===== src/rtl/rf_write_arbiter_pkg.sv =====
// rf_write_arbiter_pkg: shared widths, the r0 constant and grant encoding
// for the register-file write arbiter.
package rf_write_arbiter_pkg;
   localparam int DATA_W_DEF = 32;
   localparam int ADDR_W_DEF = 5;
   localparam int DEPTH_DEF  = 4;
   localparam int R0         = 0;
   typedef enum logic [2:0] {G_NONE, G_DRAIN, G_A, G_HEAD, G_BYPASS} grant_e;
endpackage


===== src/rtl/rf_wq_fifo.sv =====
// rf_wq_fifo: in-order queue of pending writer-B writes, with parallel
// destination-register compares for A stall and decode hazard checks.
module rf_wq_fifo
   import rf_write_arbiter_pkg::*;
#(
   parameter int DATA_W = DATA_W_DEF,
   parameter int ADDR_W = ADDR_W_DEF,
   parameter int DEPTH  = DEPTH_DEF
) (
   input  logic              clk,
   input  logic              rst_n,
   input  logic              push,
   input  logic [ADDR_W-1:0] push_rw,
   input  logic [DATA_W-1:0] push_pw,
   input  logic              pop,
   output logic [ADDR_W-1:0] head_rw,
   output logic [DATA_W-1:0] head_pw,
   output logic              full,
   output logic              empty,
   input  logic [ADDR_W-1:0] a_rw,
   input  logic [ADDR_W-1:0] ra,
   input  logic [ADDR_W-1:0] rb,
   output logic              match_a,
   output logic              match_ra,
   output logic              match_rb
);
   localparam int PW = $clog2(DEPTH);
   localparam logic [PW:0] FULL_C = (PW+1)'(DEPTH);
   logic [PW-1:0] rd_ptr, wr_ptr;
   logic [PW:0] count;
   logic [ADDR_W-1:0] rw_q [DEPTH];
   logic [DATA_W-1:0] pw_q [DEPTH];
   logic [DEPTH-1:0] hit_a, hit_ra, hit_rb;
   assign full = count == FULL_C;
   assign empty = count == '0;
   assign head_rw = rw_q[rd_ptr];
   assign head_pw = pw_q[rd_ptr];
   // an entry is live when its distance from the head is below the count
   for (genvar i = 0; i < DEPTH; i++) begin : g_ent
      logic [PW-1:0] off;
      logic vld;
      assign off = PW'(i) - rd_ptr;
      assign vld = {1'b0, off} < count;
      assign hit_a[i] = vld & (rw_q[i] == a_rw);
      assign hit_ra[i] = vld & (rw_q[i] == ra);
      assign hit_rb[i] = vld & (rw_q[i] == rb);
   end
   assign match_a = |hit_a;
   assign match_ra = |hit_ra;
   assign match_rb = |hit_rb;
   always_ff @(posedge clk or negedge rst_n)
      if (!rst_n) begin
         rd_ptr <= '0;
         wr_ptr <= '0;
         count <= '0;
      end else begin
         if (push) wr_ptr <= wr_ptr + 1'b1;
         if (pop) rd_ptr <= rd_ptr + 1'b1;
         count <= count + (PW+1)'(push) - (PW+1)'(pop);
      end
   always_ff @(posedge clk)
      if (push) begin
         rw_q[wr_ptr] <= push_rw;
         pw_q[wr_ptr] <= push_pw;
      end
endmodule


===== src/rtl/rf_write_arbiter.sv =====
// rf_write_arbiter: shares the register-file write port between pipeline
// writeback (A, priority) and a queued long-latency return path (B).
module rf_write_arbiter
   import rf_write_arbiter_pkg::*;
#(
   parameter int DATA_W = DATA_W_DEF,
   parameter int ADDR_W = ADDR_W_DEF,
   parameter int DEPTH  = DEPTH_DEF
) (
   input  logic              clk,
   input  logic              rst_n,
   input  logic              a_valid,
   input  logic [ADDR_W-1:0] a_rw,
   input  logic [DATA_W-1:0] a_pw,
   output logic              a_ready,
   input  logic              b_valid,
   input  logic [ADDR_W-1:0] b_rw,
   input  logic [DATA_W-1:0] b_pw,
   output logic              b_ready,
   input  logic [ADDR_W-1:0] ra,
   input  logic [ADDR_W-1:0] rb,
   output logic              haz_a,
   output logic              haz_b,
   output logic              rf_en,
   output logic [ADDR_W-1:0] rf_rw,
   output logic [DATA_W-1:0] rf_pw,
   output logic [15:0]       stall_cnt
);
   logic q_full, q_empty, match_a, match_ra, match_rb;
   logic a_nz, b_nz, b_acc, push, pop;
   logic [ADDR_W-1:0] head_rw;
   logic [DATA_W-1:0] head_pw;
   grant_e grant;
   rf_wq_fifo #(.DATA_W(DATA_W), .ADDR_W(ADDR_W), .DEPTH(DEPTH)) u_fifo (
      .clk(clk), .rst_n(rst_n),
      .push(push), .push_rw(b_rw), .push_pw(b_pw), .pop(pop),
      .head_rw(head_rw), .head_pw(head_pw), .full(q_full), .empty(q_empty),
      .a_rw(a_rw), .ra(ra), .rb(rb),
      .match_a(match_a), .match_ra(match_ra), .match_rb(match_rb)
   );
   assign a_nz = a_rw != ADDR_W'(R0);
   assign b_nz = b_rw != ADDR_W'(R0);
   assign b_ready = !q_full;
   assign b_acc = b_valid & b_ready;
   // an older queued write to A's register must land before A's
   assign a_ready = !a_valid | !a_nz | (!q_full & !match_a);
   always_comb
      grant = (q_full | (a_valid & match_a)) ? G_DRAIN :
              (a_valid & a_ready & a_nz)    ? G_A :
              !q_empty                      ? G_HEAD :
              (b_acc & b_nz)                ? G_BYPASS : G_NONE;
   assign pop = (grant == G_DRAIN) | (grant == G_HEAD);
   assign push = b_acc & b_nz & (grant != G_BYPASS);
   assign haz_a = (ra != ADDR_W'(R0)) & (match_ra | (rf_en & (rf_rw == ra)));
   assign haz_b = (rb != ADDR_W'(R0)) & (match_rb | (rf_en & (rf_rw == rb)));
   always_ff @(posedge clk or negedge rst_n)
      if (!rst_n) begin
         rf_en <= 1'b0;
         rf_rw <= '0;
         rf_pw <= '0;
         stall_cnt <= '0;
      end else begin
         rf_en <= grant != G_NONE;
         if (grant == G_A) begin
            rf_rw <= a_rw;
            rf_pw <= a_pw;
         end else if (grant == G_BYPASS) begin
            rf_rw <= b_rw;
            rf_pw <= b_pw;
         end else if (pop) begin
            rf_rw <= head_rw;
            rf_pw <= head_pw;
         end
         if (a_valid && !a_ready && stall_cnt != 16'hFFFF) stall_cnt <= stall_cnt + 16'd1;
      end
endmodule


===== config.mk =====
export PLATFORM = sky130hd
export DESIGN_NAME = rf_write_arbiter
export DESIGN_NICKNAME = d
export VERILOG_FILES = /design/src/rtl/rf_write_arbiter_pkg.sv /design/src/rtl/rf_wq_fifo.sv /design/src/rtl/rf_write_arbiter.sv
export SDC_FILE = /design/constraint.sdc
export NUM_CORES = 1
export LEC_CHECK = 0
export BUFFER_PORTS_ARGS = -buffer_cell sky130_fd_sc_hd__buf_2
export CORE_ASPECT_RATIO = 1.2
export CORE_MARGIN = 3
export CORE_UTILIZATION = 55
export DETAILED_ROUTE_END_ITERATION = 16
export PLACE_DENSITY_LB_ADDON = 0.25
export SLEW_MARGIN = 20
export SYNTH_ARGS = -nofsm -noshare
export SYNTH_HDL_FRONTEND = slang
export SYNTH_SLANG_ARGS = --single-unit

===== constraint.sdc =====
create_clock -name clk -period 10.4 [get_ports clk]
set_clock_uncertainty 0.1 [all_clocks]
set_input_delay 2.6 -clock clk [delete_from_list [all_inputs] [get_ports clk]]
set_output_delay 2.6 -clock clk [all_outputs]
set_load 0.02 [all_outputs]

==> impl_metrics.py, run 1 <==
metrics = {
    "timing": {
        "fin_crit_sh_pct": 65.4,
        "finalSetupViolCount": 0,
        "tightest_slew_ns": 1.05,
        "fin_crit_ns": 6.80,
        "rsz0062_at_grt": "false",
        "fin_tns_setup_ns": 0,
        "hold_violations": 0,
        "max_freq_mhz": 147,
        "relSlewSlack_pct": 29.8,
        "final-max-slew-violation-count": 0,
    },
    "logic_synthesis": {
        "syn_area_um2": 9710,
        "synth-xor-area-share_pct": 8.20,
        "ys_ff_latch": 209,
        "synthSimpleGateAreaFrac_pct": 8.08,
        "synth.avg_cell_area_um2": 14.5,
        "synth_top_family_by_area": "compound AO/OA/AOI/OAI gates",
        "synth_mux_area_share_pct": 8.69,
        "ys_seq_area_share_pct": 61.5,
        "synth_compound_area_share_pct": 9.20,
        "synthAdderAreaFrac_pct": 1.62,
        "synth_warnings": 0,
        "syn_inst": 669,
        "synth.distinct_cells": 51,
        "syn_nets": 769,
    },
    "floorplan": {
        "die_x_um": 127,
        "start_util_pct": 56.8,
        "rows": 52,
        "die_h_um": 152,
        "dieArea_um2": 19300,
        "core_um2": 17100,
        "ios": 146,
    },
    "power_and_ir_drop": {
        "power.switching_mw": 1.09,
        "switching_share_pct": 35.1,
        "pwr-share-clk_pct": 23.2,
        "seqPwrFrac_pct": 41.4,
        "p_comb_share_pct": 35.4,
        "power.density_nw_per_um2": 276,
        "p_int_mw": 2.01,
        "leakage_nw": 4.35,
        "peakVddDrop_uv": 170,
    },
    "job": {
        "cap_violations": 0,
    },
    "outcome": {
        "status": "complete, no violations",
    },
    "final_layout": {
        "multi_input_area_um2": 3490,
        "fillers": 1250,
        "stdcell_count": 1029,
        "antennaDiodeCount": 0,
        "regArea_um2": 5970,
        "layout-drive-gt1-share_pct": 29.3,
        "area_growth_pct": 15.5,
        "final_nets": 898,
    },
    "global_route": {
        "grt_use_total_pct": 23.5,
        "gr-usage-met1_pct": 30.3,
        "met3_usage_pct": 3.37,
        "grt_overflow_total": 0,
        "grt_pass1_wl_mm": 35.3,
        "antenna_found_initial": 0,
        "grt_max_degree": 62,
        "gr-usage-met2_pct": 41.8,
        "top_usage_layer": "met2",
        "first_global_vias": 6356,
    },
    "clock_tree": {
        "clk_latency_ns": 0.49,
        "cts_hold_buf": 0,
        "cts_tree": "yes",
        "post_cts_buffers": 0,
        "cts_num_sinks": 209,
        "cts_root_buf": "clkbuf_16",
        "cts_resized": 0,
        "path_clk_slew_ns": 0.06,
        "numCtsBuffers": 21,
        "cts_max_level": 1,
        "clockBufferDepth": 3,
    },
    "route": {
        "wire_per_inst_um": 22.0,
        "finalWirelength_mm": 22.6,
        "drt-vias-per-instance": 6.08,
        "final_antenna_net_count": 0,
        "dr_total_vias": 6261,
        "drt_iter0_markers": 389,
        "dr.pass1.iters": 5,
        "drc": 0,
    },
    "worst_setup_path": {
        "critPathKind": "input port to output port",
        "required_ns": 7.70,
        "end_kind": "output port",
        "cp-start-kind": "input port",
        "path_max_fanout": 10,
        "worstPathArrival_ns": 4.10,
    },
    "placed_design": {
        "gp_congestion": 0.986,
        "dp_hpwl_mm": 14.4,
        "dp_cells": 990,
        "port-buffer-count": 145,
    },
    "min_path": {
        "worstHoldPathType": "flip-flop to flip-flop",
    },
}
## critical path: stages
cell and delay, ns:
buf_2 0.19, xor2_1 0.24, nor3_1 0.09, nand4_1 0.13, nand4_2 0.32, o21ai_0 0.33
buf_2 0.21
## placed cells by master (no fill, tap or decap), drive strengths merged, types with 18 or more instances in the layout
cell type	n
buf	149
mux4	37
o2bb2ai	35
a2bb2oi	34
nor2	87
nand3	18
edfxtp	148
dfrtp	61
xor2	46
xnor2	45
clkbuf	31
## per-layer routing
layer,up-vias,part of all wire [%]
li1,2787,-
met1,3183,40
met2,252,52
met3,39,6.3
met4,0,1.9
met5,-,0
## cells by family after synthesis
family	after synthesis
AOI/OAI and AO/OA	97
xor gates and xnor gates	91
adders and majority gates	12
buffers and inverters	56
DFF	209
muxes	38
and+or+nand+nor	166
## cell type report
class,count,share of cell area (%)
multi-input cells,404,31.1
inverters,13,0.457
flip-flops and latches,209,53.3
clock inverters,7,0.591
repair buffers,149,6.92
well taps,216,2.41
clock buffers,31,5.29
## state kept, by name, summed over array words and instances, names as in the netlist
signal / cells
rf_en: 1
rf_pw: 32
rf_rw: 5
stall_cnt: 16
u_fifo.count: 3
u_fifo.pw_q: 128
u_fifo.rd_ptr: 2
u_fifo.rw_q: 20
u_fifo.wr_ptr: 2
## power groups by stage
| stage | registers [mW] | clock network (mW) | logic [mW] |
|---|---|---|---|
| 2_1_floorplan | 1.33 | 0 | 0.716 |
| 3_3_place_gp | 1.28 | 0 | 1.06 |
| 3_5_place_dp | 1.30 | 0 | 1.10 |
| 4_1_cts | 1.28 | 0.734 | 1.10 |
| 5_1_grt | 1.31 | 0.770 | 1.19 |
| 6_report | 1.28 | 0.720 | 1.10 |
## synthesized netlist by cell type, drive strengths merged
master | n | share of area (%)
xor2 | 46 | 4.1
a311oi | 1 | 0.27
o41ai | 1 | 0.090
a21oi | 6 | 0.43
dfrtp | 61 | 16
fa | 1 | 0.21
mux4 | 37 | 8.6
o211ai | 4 | 0.55
a21o | 1 | 0.077
and3 | 8 | 0.52
nand2b | 2 | 0.13
nand2 | 9 | 0.35
o21ai | 3 | 0.15
nand3 | 18 | 0.93
o211a | 2 | 0.21
nand4 | 9 | 0.64
nor2 | 87 | 3.4
a2111oi | 2 | 0.31
a221o | 1 | 0.10
o2bb2ai | 35 | 3.2
a32o | 2 | 0.21
nor4 | 10 | 0.64
a21boi | 1 | 0.077
edfxtp | 148 | 46
or3 | 1 | 0.064
a2bb2oi | 34 | 3.1
or4 | 2 | 0.15
nor3 | 12 | 0.62
buf | 26 | 1.6
and2 | 5 | 0.32
mux2 | 1 | 0.12
clkbuf | 17 | 0.66
xnor2 | 45 | 4.1
o21bai | 2 | 0.15
and4 | 3 | 0.30
ha | 11 | 1.4
inv | 13 | 0.53
a31oi | 1 | 0.064
o32ai | 1 | 0.28
## worst paths after layout
kind                             startpoint  slack (ns)  cells after the start                to
setup / recovery                    a_rw[4]        3.60                      7           a_ready
min in group asynchronous             rst_n        2.22                      2          rf_rw[0]
setup reg to reg           u_fifo.rd_ptr[1]        5.45                     15   u_fifo.count[2]
hold / removal                stall_cnt[10]        0.39                      1     stall_cnt[10]
hold reg to reg               stall_cnt[10]        0.39                      1     stall_cnt[10]
max in group asynchronous             rst_n        7.36                      2  u_fifo.rd_ptr[1]
## per-stage QoR
step	power (mW)	cell area [µm²]	util, %	hold slack [ns]	setup slack [ns]
after floorplan	2.05	9710	-	0.434	3.84
after global placement	2.35	10500	61.5	0.371	3.76
after detailed placement	2.40	10500	61.5	0.384	3.63
after CTS	3.12	11200	65.4	0.394	3.63
after global routing	3.27	11200	65.6	0.422	3.53
final	3.10	11200	65.6	0.389	3.60
No activity file was read; power rests on OpenSTA's default activity.
==> inputs of run 2 (changes only) <==
==> constraint.sdc (replaced) <==
create_clock -name clk -period 7.1 [get_ports clk]
set_clock_uncertainty 0.1 [all_clocks]
set_input_delay 1.775 -clock clk [delete_from_list [all_inputs] [get_ports clk]]
set_output_delay 1.775 -clock clk [all_outputs]
set_load 0.02 [all_outputs]
==> run 2 against run 1 <==
Count of clock-buffer cells in the layout shrank 7. Final area grew 0.18%. Sequential cell count unchanged. First-iteration DRC count fell by 13%. Core utilization rose by 0.12 points. Largest power group unchanged. Cell count is 0.19% lower. Highest routed layer unchanged. Non-clock buffer count is the same. Sequential share of layout area is 0.095 points lower. Clock power up 53%. Sequential power is 50% higher. Register-to-register slack lost 3.2 ns. Combinational power increased by 42%.
==> impl_metrics.py, run 2 (synthesis gave the netlist of run 1 again) <==
metrics = {
    "outcome": {
        "status": "complete, no violations",
    },
    "global_route": {
        "grt_use_total_pct": 23.6,
        "grt_overflow_total": 0,
        "grt_max_degree": 62,
        "first_global_vias": 6498,
        "grt_pass1_wl_mm": 35.5,
        "antenna_found_initial": 0,
    },
    "power_and_ir_drop": {
        "switching_share_pct": 34.9,
        "pwr-share-clk_pct": 24.1,
        "peakVddDrop_uv": 263,
        "p_comb_share_pct": 34.0,
        "total_power_mw": 4.57,
        "leakage_nw": 4.36,
        "power.switching_mw": 1.60,
        "p_int_mw": 2.98,
        "power.density_nw_per_um2": 407,
        "seqPwrFrac_pct": 41.9,
    },
    "final_layout": {
        "antennaDiodeCount": 0,
        "largest_register_ffs": 128,
        "max_flop_register": "u_fifo.pw_q",
        "layout_common_cells": "148 x edfxtp_1, 145 x buf_2, 85 x nor2_1",
        "area_growth_pct": 15.7,
        "postLayoutCellArea_um2": 11200,
        "final_nets": 898,
        "final_util_pct": 65.7,
        "fillers": 1222,
        "layout-drive-gt1-share_pct": 29.5,
        "top_regs": "u_fifo.pw_q (128), rf_pw (32), u_fifo.rw_q (20)",
        "final_common_cell": "edfxtp_1",
    },
    "route": {
        "dr.pass1.iters": 4,
        "dr_total_vias": 6175,
        "finalWirelength_mm": 22.8,
        "drc": 0,
        "drt-vias-per-instance": 6.01,
        "drt_iter0_markers": 339,
        "wire_per_inst_um": 22.2,
        "final_antenna_net_count": 0,
    },
    "timing": {
        "tightest_slew_ns": 1.09,
        "fin_crit_ns": 5.32,
        "max_freq_mhz": 188,
        "whs_ns": 0.389,
        "finalSetupViolCount": 0,
        "hold_violations": 0,
        "rsz0062_at_grt": "false",
        "relSlewSlack_pct": 26.9,
        "fin_tns_setup_ns": 0,
        "final-max-slew-violation-count": 0,
        "fin_crit_sh_pct": 74.9,
    },
    "floorplan": {
        "die_x_um": 127,
        "core_um2": 17100,
        "start_util_pct": 56.8,
        "rows": 52,
        "die_h_um": 152,
        "dieArea_um2": 19300,
        "ios": 146,
    },
    "clock_tree": {
        "numCtsBuffers": 21,
        "cts_num_sinks": 209,
        "post_cts_buffers": 0,
        "path_clk_slew_ns": 0.06,
        "cts_max_level": 1,
        "cts_hold_buf": 0,
        "clk_latency_ns": 0.49,
        "cts_resized": 0,
        "cts_root_buf": "clkbuf_16",
        "cts_tree": "yes",
        "clockBufferDepth": 3,
    },
    "worst_setup_path": {
        "end_kind": "output port",
        "r2r-end": "u_fifo.count[2]",
        "r2r_setup_slack_ns": 2.23,
        "critPathKind": "flip-flop to output port",
        "path_max_fanout": 40,
        "required_ns": 5.22,
        "cpPeakStageDelay_ns": 1.05,
        "cp-start-kind": "flip-flop",
        "r2r_start": "u_fifo.rd_ptr[1]",
        "path_cells": "inv_1 > ha_1 > a21boi_1 > o21bai_1 > nand4_1 > nand4_2 > o21ai_0 > buf_2",
        "worstPathArrival_ns": 3.44,
        "ff2ff_path_depth": 15,
        "crit_slowest_cell": "dfrtp_2",
    },
    "placed_design": {
        "dp_hpwl_mm": 14.4,
        "port-buffer-count": 145,
        "gp_congestion": 0.972,
        "placed_area_um2": 10500,
    },
    "job": {
        "cap_violations": 0,
    },
    "min_path": {
        "hold_path_end": "stall_cnt[13]",
        "hold_path_depth": 1,
        "worstHoldPathType": "flip-flop to flip-flop",
        "holdCritStartpoint": "stall_cnt[13]",
    },
}
==> run 2: power groups by stage <==
stage               clock network (mW)  registers (mW)  logic, mW
CTS                               1.12            1.92       1.57
global placement                     0            1.92       1.51
detailed placement                   0            1.94       1.56
global route                      1.17            1.96       1.69
finish                            1.10            1.92       1.56
floorplan                            0            1.95       1.05
==> run 2: area by class of cell <==
type / count / area (µm²) / share of cell area [%]
inverters: 13 / 51.3 / 0.457
multi-input cells: 404 / 3490 / 31.0
flip-flops and latches: 209 / 5970 / 53.2
repair buffers: 149 / 776 / 6.90
clock inverters: 12 / 143 / 1.27
clock buffers: 24 / 537 / 4.78
well taps: 216 / 270 / 2.41
==> run 2: worst max-delay path by stage <==
stage / slack (ns) / startpoint / endpoint
after floorplan: 2.19 / a_rw[2] / a_ready
after global placement: 2.12 / a_rw[2] / a_ready
after detailed placement: 2.00 / a_rw[3] / u_fifo.count[2]
after CTS: 1.76 / u_fifo.rd_ptr[1] / a_ready
after global routing: 1.56 / u_fifo.rd_ptr[1] / a_ready
final: 1.78 / u_fifo.rd_ptr[1] / a_ready
==> run 2: worst max-delay path: cells and delay by family, from the launching register on <==
kind,cells,cell delay [ns]
flip-flops,1,1.05
AO/OA/AOI/OAI,3,0.63
AND/OR/NAND/NOR,2,0.52
adder cells (fa/ha/maj),1,0.36
buffers and inverters,2,0.37
==> run 2: per-stage QoR <==
stage,worst slack [ns],std cells
2_1_floorplan,2.19,669
4_1_cts,1.76,1026
3_5_place_dp,2.00,990
3_3_place_gp,2.12,990
6_report,1.78,1027
5_1_grt,1.56,1027
==> run 2: metal layers <==
metal  GRT usage (%)  part of all wire, %  vias to the layer above  wire length, µm
met2            40.8                   52                      245            11900
li1                -                    -                     2783                -
met1            30.5                   40                     3114             9060
met3            4.45                  6.5                       33             1490
met5               0                    0                        -                0
met4            7.03                  1.8                        0              422
==> inputs of run 3 (changes only) <==
--- a/config.mk
+++ b/config.mk
@@ -8,7 +8,7 @@
 export BUFFER_PORTS_ARGS = -buffer_cell sky130_fd_sc_hd__buf_2
 export CORE_ASPECT_RATIO = 1.2
 export CORE_MARGIN = 3
-export CORE_UTILIZATION = 55
+export CORE_UTILIZATION = 52
 export DETAILED_ROUTE_END_ITERATION = 16
 export PLACE_DENSITY_LB_ADDON = 0.25
 export SLEW_MARGIN = 20
==> constraint.sdc (replaced) <==
create_clock -name clk -period 4.7 [get_ports clk]
set_clock_uncertainty 0.1 [all_clocks]
set_input_delay 1.175 -clock clk [delete_from_list [all_inputs] [get_ports clk]]
set_output_delay 1.175 -clock clk [all_outputs]
set_load 0.02 [all_outputs]
==> run 3 against run 2 <==
Clock power increased by 44%. Via count rose by 0.29%. Setup slack got worse by 1.3 ns. Sequential share of layout area fell by 0.28 points. Critical path depth is the same. Cell count increased by 1.5%. First-iteration DRC count is 6.2% higher. Count of clock-buffer cells in the layout up 5. Final area rose by 0.52%. Largest power group unchanged. Highest routed layer unchanged.
==> impl_metrics.py, run 3 (synthesis gave the netlist of run 1 again) <==
metrics = {
    "clock_tree": {
        "clockBufferDepth": 3,
        "cts_root_buf": "clkbuf_16",
        "numCtsBuffers": 21,
        "cts_hold_buf": 0,
        "cts_resized": 0,
        "post_cts_buffers": 0,
        "clk_latency_ns": 0.50,
        "path_clk_slew_ns": 0.06,
        "cts_tree": "yes",
        "cts_num_sinks": 209,
        "cts_max_level": 1,
    },
    "floorplan": {
        "die_h_um": 156,
        "dieArea_um2": 20400,
        "core_um2": 18200,
        "rows": 54,
        "start_util_pct": 53.3,
        "die_x_um": 131,
        "ios": 146,
    },
    "power_and_ir_drop": {
        "switching_share_pct": 35.2,
        "p_int_mw": 4.46,
        "power.switching_mw": 2.43,
        "pwr-share-clk_pct": 23.0,
        "leakage_nw": 4.38,
        "p_comb_share_pct": 36.4,
        "total_power_mw": 6.88,
        "seqPwrFrac_pct": 40.6,
        "power.density_nw_per_um2": 609,
        "peakVddDrop_uv": 357,
    },
    "placed_design": {
        "gp_congestion": 0.875,
        "port-buffer-count": 145,
        "placed_area_um2": 10600,
        "dp_hpwl_mm": 15.8,
        "dp_cells": 1005,
    },
    "worst_setup_path": {
        "path_max_fanout": 13,
        "required_ns": 3.42,
        "crit_family": "compound AO/OA/AOI/OAI gates",
        "cpMostUsedCell": "a21oi_1",
        "cpPeakStageDelay_ns": 0.60,
        "crit_buf_inv": 1,
        "cp-start-kind": "flip-flop",
        "worstPathArrival_ns": 2.93,
        "path_cells": "xor2_1 > ha_1 > a21oi_1 > nor2_1 > o41ai_1 > nor4_1 > a21oi_1 > buf_2",
        "critPathKind": "flip-flop to output port",
        "end_kind": "output port",
        "crit_slowest_cell": "dfrtp_2",
    },
    "global_route": {
        "grt_use_total_pct": 23.3,
        "top_usage_layer": "met2",
        "grt_max_degree": 62,
        "gr-usage-met2_pct": 39.6,
        "gr-usage-met1_pct": 30.7,
        "grt_overflow_total": 0,
        "met3_usage_pct": 3.42,
        "first_global_vias": 6557,
        "grt_pass1_wl_mm": 36.4,
        "antenna_found_initial": 0,
    },
    "final_layout": {
        "largest_register_ffs": 128,
        "top_regs": "u_fifo.pw_q (128), rf_pw (32), u_fifo.rw_q (20)",
        "final_nets": 904,
        "antennaDiodeCount": 0,
        "stdcell_count": 1042,
        "final_common_cell": "edfxtp_1",
        "max_flop_register": "u_fifo.pw_q",
        "layout-drive-gt1-share_pct": 30.0,
        "final_util_pct": 61.9,
        "postLayoutCellArea_um2": 11300,
        "layout_common_cells": "148 x edfxtp_1, 144 x buf_2, 85 x nor2_1",
        "area_growth_pct": 16.3,
    },
    "timing": {
        "final-max-slew-violation-count": 0,
        "fin_crit_sh_pct": 89.4,
        "finalSetupViolCount": 0,
        "relSlewSlack_pct": 29.3,
        "fin_crit_ns": 4.20,
        "hold_violations": 0,
        "fin_tns_setup_ns": 0,
        "max_freq_mhz": 238,
        "rsz0062_at_grt": "false",
        "tightest_slew_ns": 1.06,
    },
    "job": {
        "cap_violations": 0,
    },
    "route": {
        "dr.pass1.iters": 4,
        "dr_total_vias": 6193,
        "finalWirelength_mm": 23.1,
        "drc": 0,
        "final_antenna_net_count": 0,
        "wire_per_inst_um": 22.2,
        "drt_iter0_markers": 360,
        "drt-vias-per-instance": 5.94,
    },
    "min_path": {
        "worstHoldPathType": "flip-flop to flip-flop",
    },
    "outcome": {
        "status": "complete, no violations",
    },
}
[run 3: cell types whose count changed in the layout (fill, tap and decap cells not counted), moves of 2 or more]
| cell | previous run | this run |
|---|---|---|
| clkbuf_1 | 3 | 6 |
| buf_4 | 3 | 7 |
| clkbuf_8 | 0 | 2 |
| clkinv_1 | 2 | 0 |
| buf_12 | 0 | 4 |
| bufinv_16 | 3 | 1 |
[run 3: final timing paths]
kind / from / slack, ns / depth (start not counted) / to
setup / recovery: u_fifo.rd_ptr[0] / 0.50 / 8 / haz_b
hold / removal: stall_cnt[13] / 0.39 / 1 / stall_cnt[13]
setup reg to reg: u_fifo.count[1] / 1.04 / 9 / u_fifo.pw_q[2][30]
hold reg to reg: stall_cnt[13] / 0.39 / 1 / stall_cnt[13]
max in group asynchronous: rst_n / 3.20 / 1 / u_fifo.rd_ptr[0]
min in group asynchronous: rst_n / 0.69 / 1 / rf_en
[run 3: power groups by stage]
stage | combinational, mW | clock (mW) | sequential, mW
after global routing | 2.74 | 1.69 | 2.85
after floorplan | 1.59 | 0 | 2.94
final | 2.51 | 1.58 | 2.80
after global placement | 2.45 | 0 | 2.80
after CTS | 2.54 | 1.62 | 2.80
after detailed placement | 2.52 | 0 | 2.83
[run 3: cell type report]
cell class,instances,area (µm²)
clock buffer,29,576
clock inverter,8,75.1
fill,1388,6950
inverter,13,51.3
multi-input combinational,404,3490
sequential,209,5970
tap,224,280
timing repair buffer,155,853
[run 3: worst reg2reg max path, delay by kind of cell (launching register included)]
family | cells | cell delay, ns
AND/OR/NAND/NOR | 3 | 1.09
adder cells (fa/ha/maj) | 1 | 0.32
AO/OA/AOI/OAI | 3 | 0.94
flip-flops | 1 | 0.47
buffers and inverters | 2 | 0.43
[run 3: per-layer routing]
metal  part of all wire (%)  up-vias
met5                      0        -
met2                     51      208
li1                       -     2809
met4                    2.6        0
met1                     40     3131
met3                    5.6       45
[run 3: per-stage QoR]
stage	hold WS (ns)	worst slack (ns)
5_1_grt	0.415	0.238
3_5_place_dp	0.385	0.783
3_3_place_gp	0.370	0.834
6_report	0.385	0.499
2_1_floorplan	0.434	0.685
4_1_cts	0.393	0.509
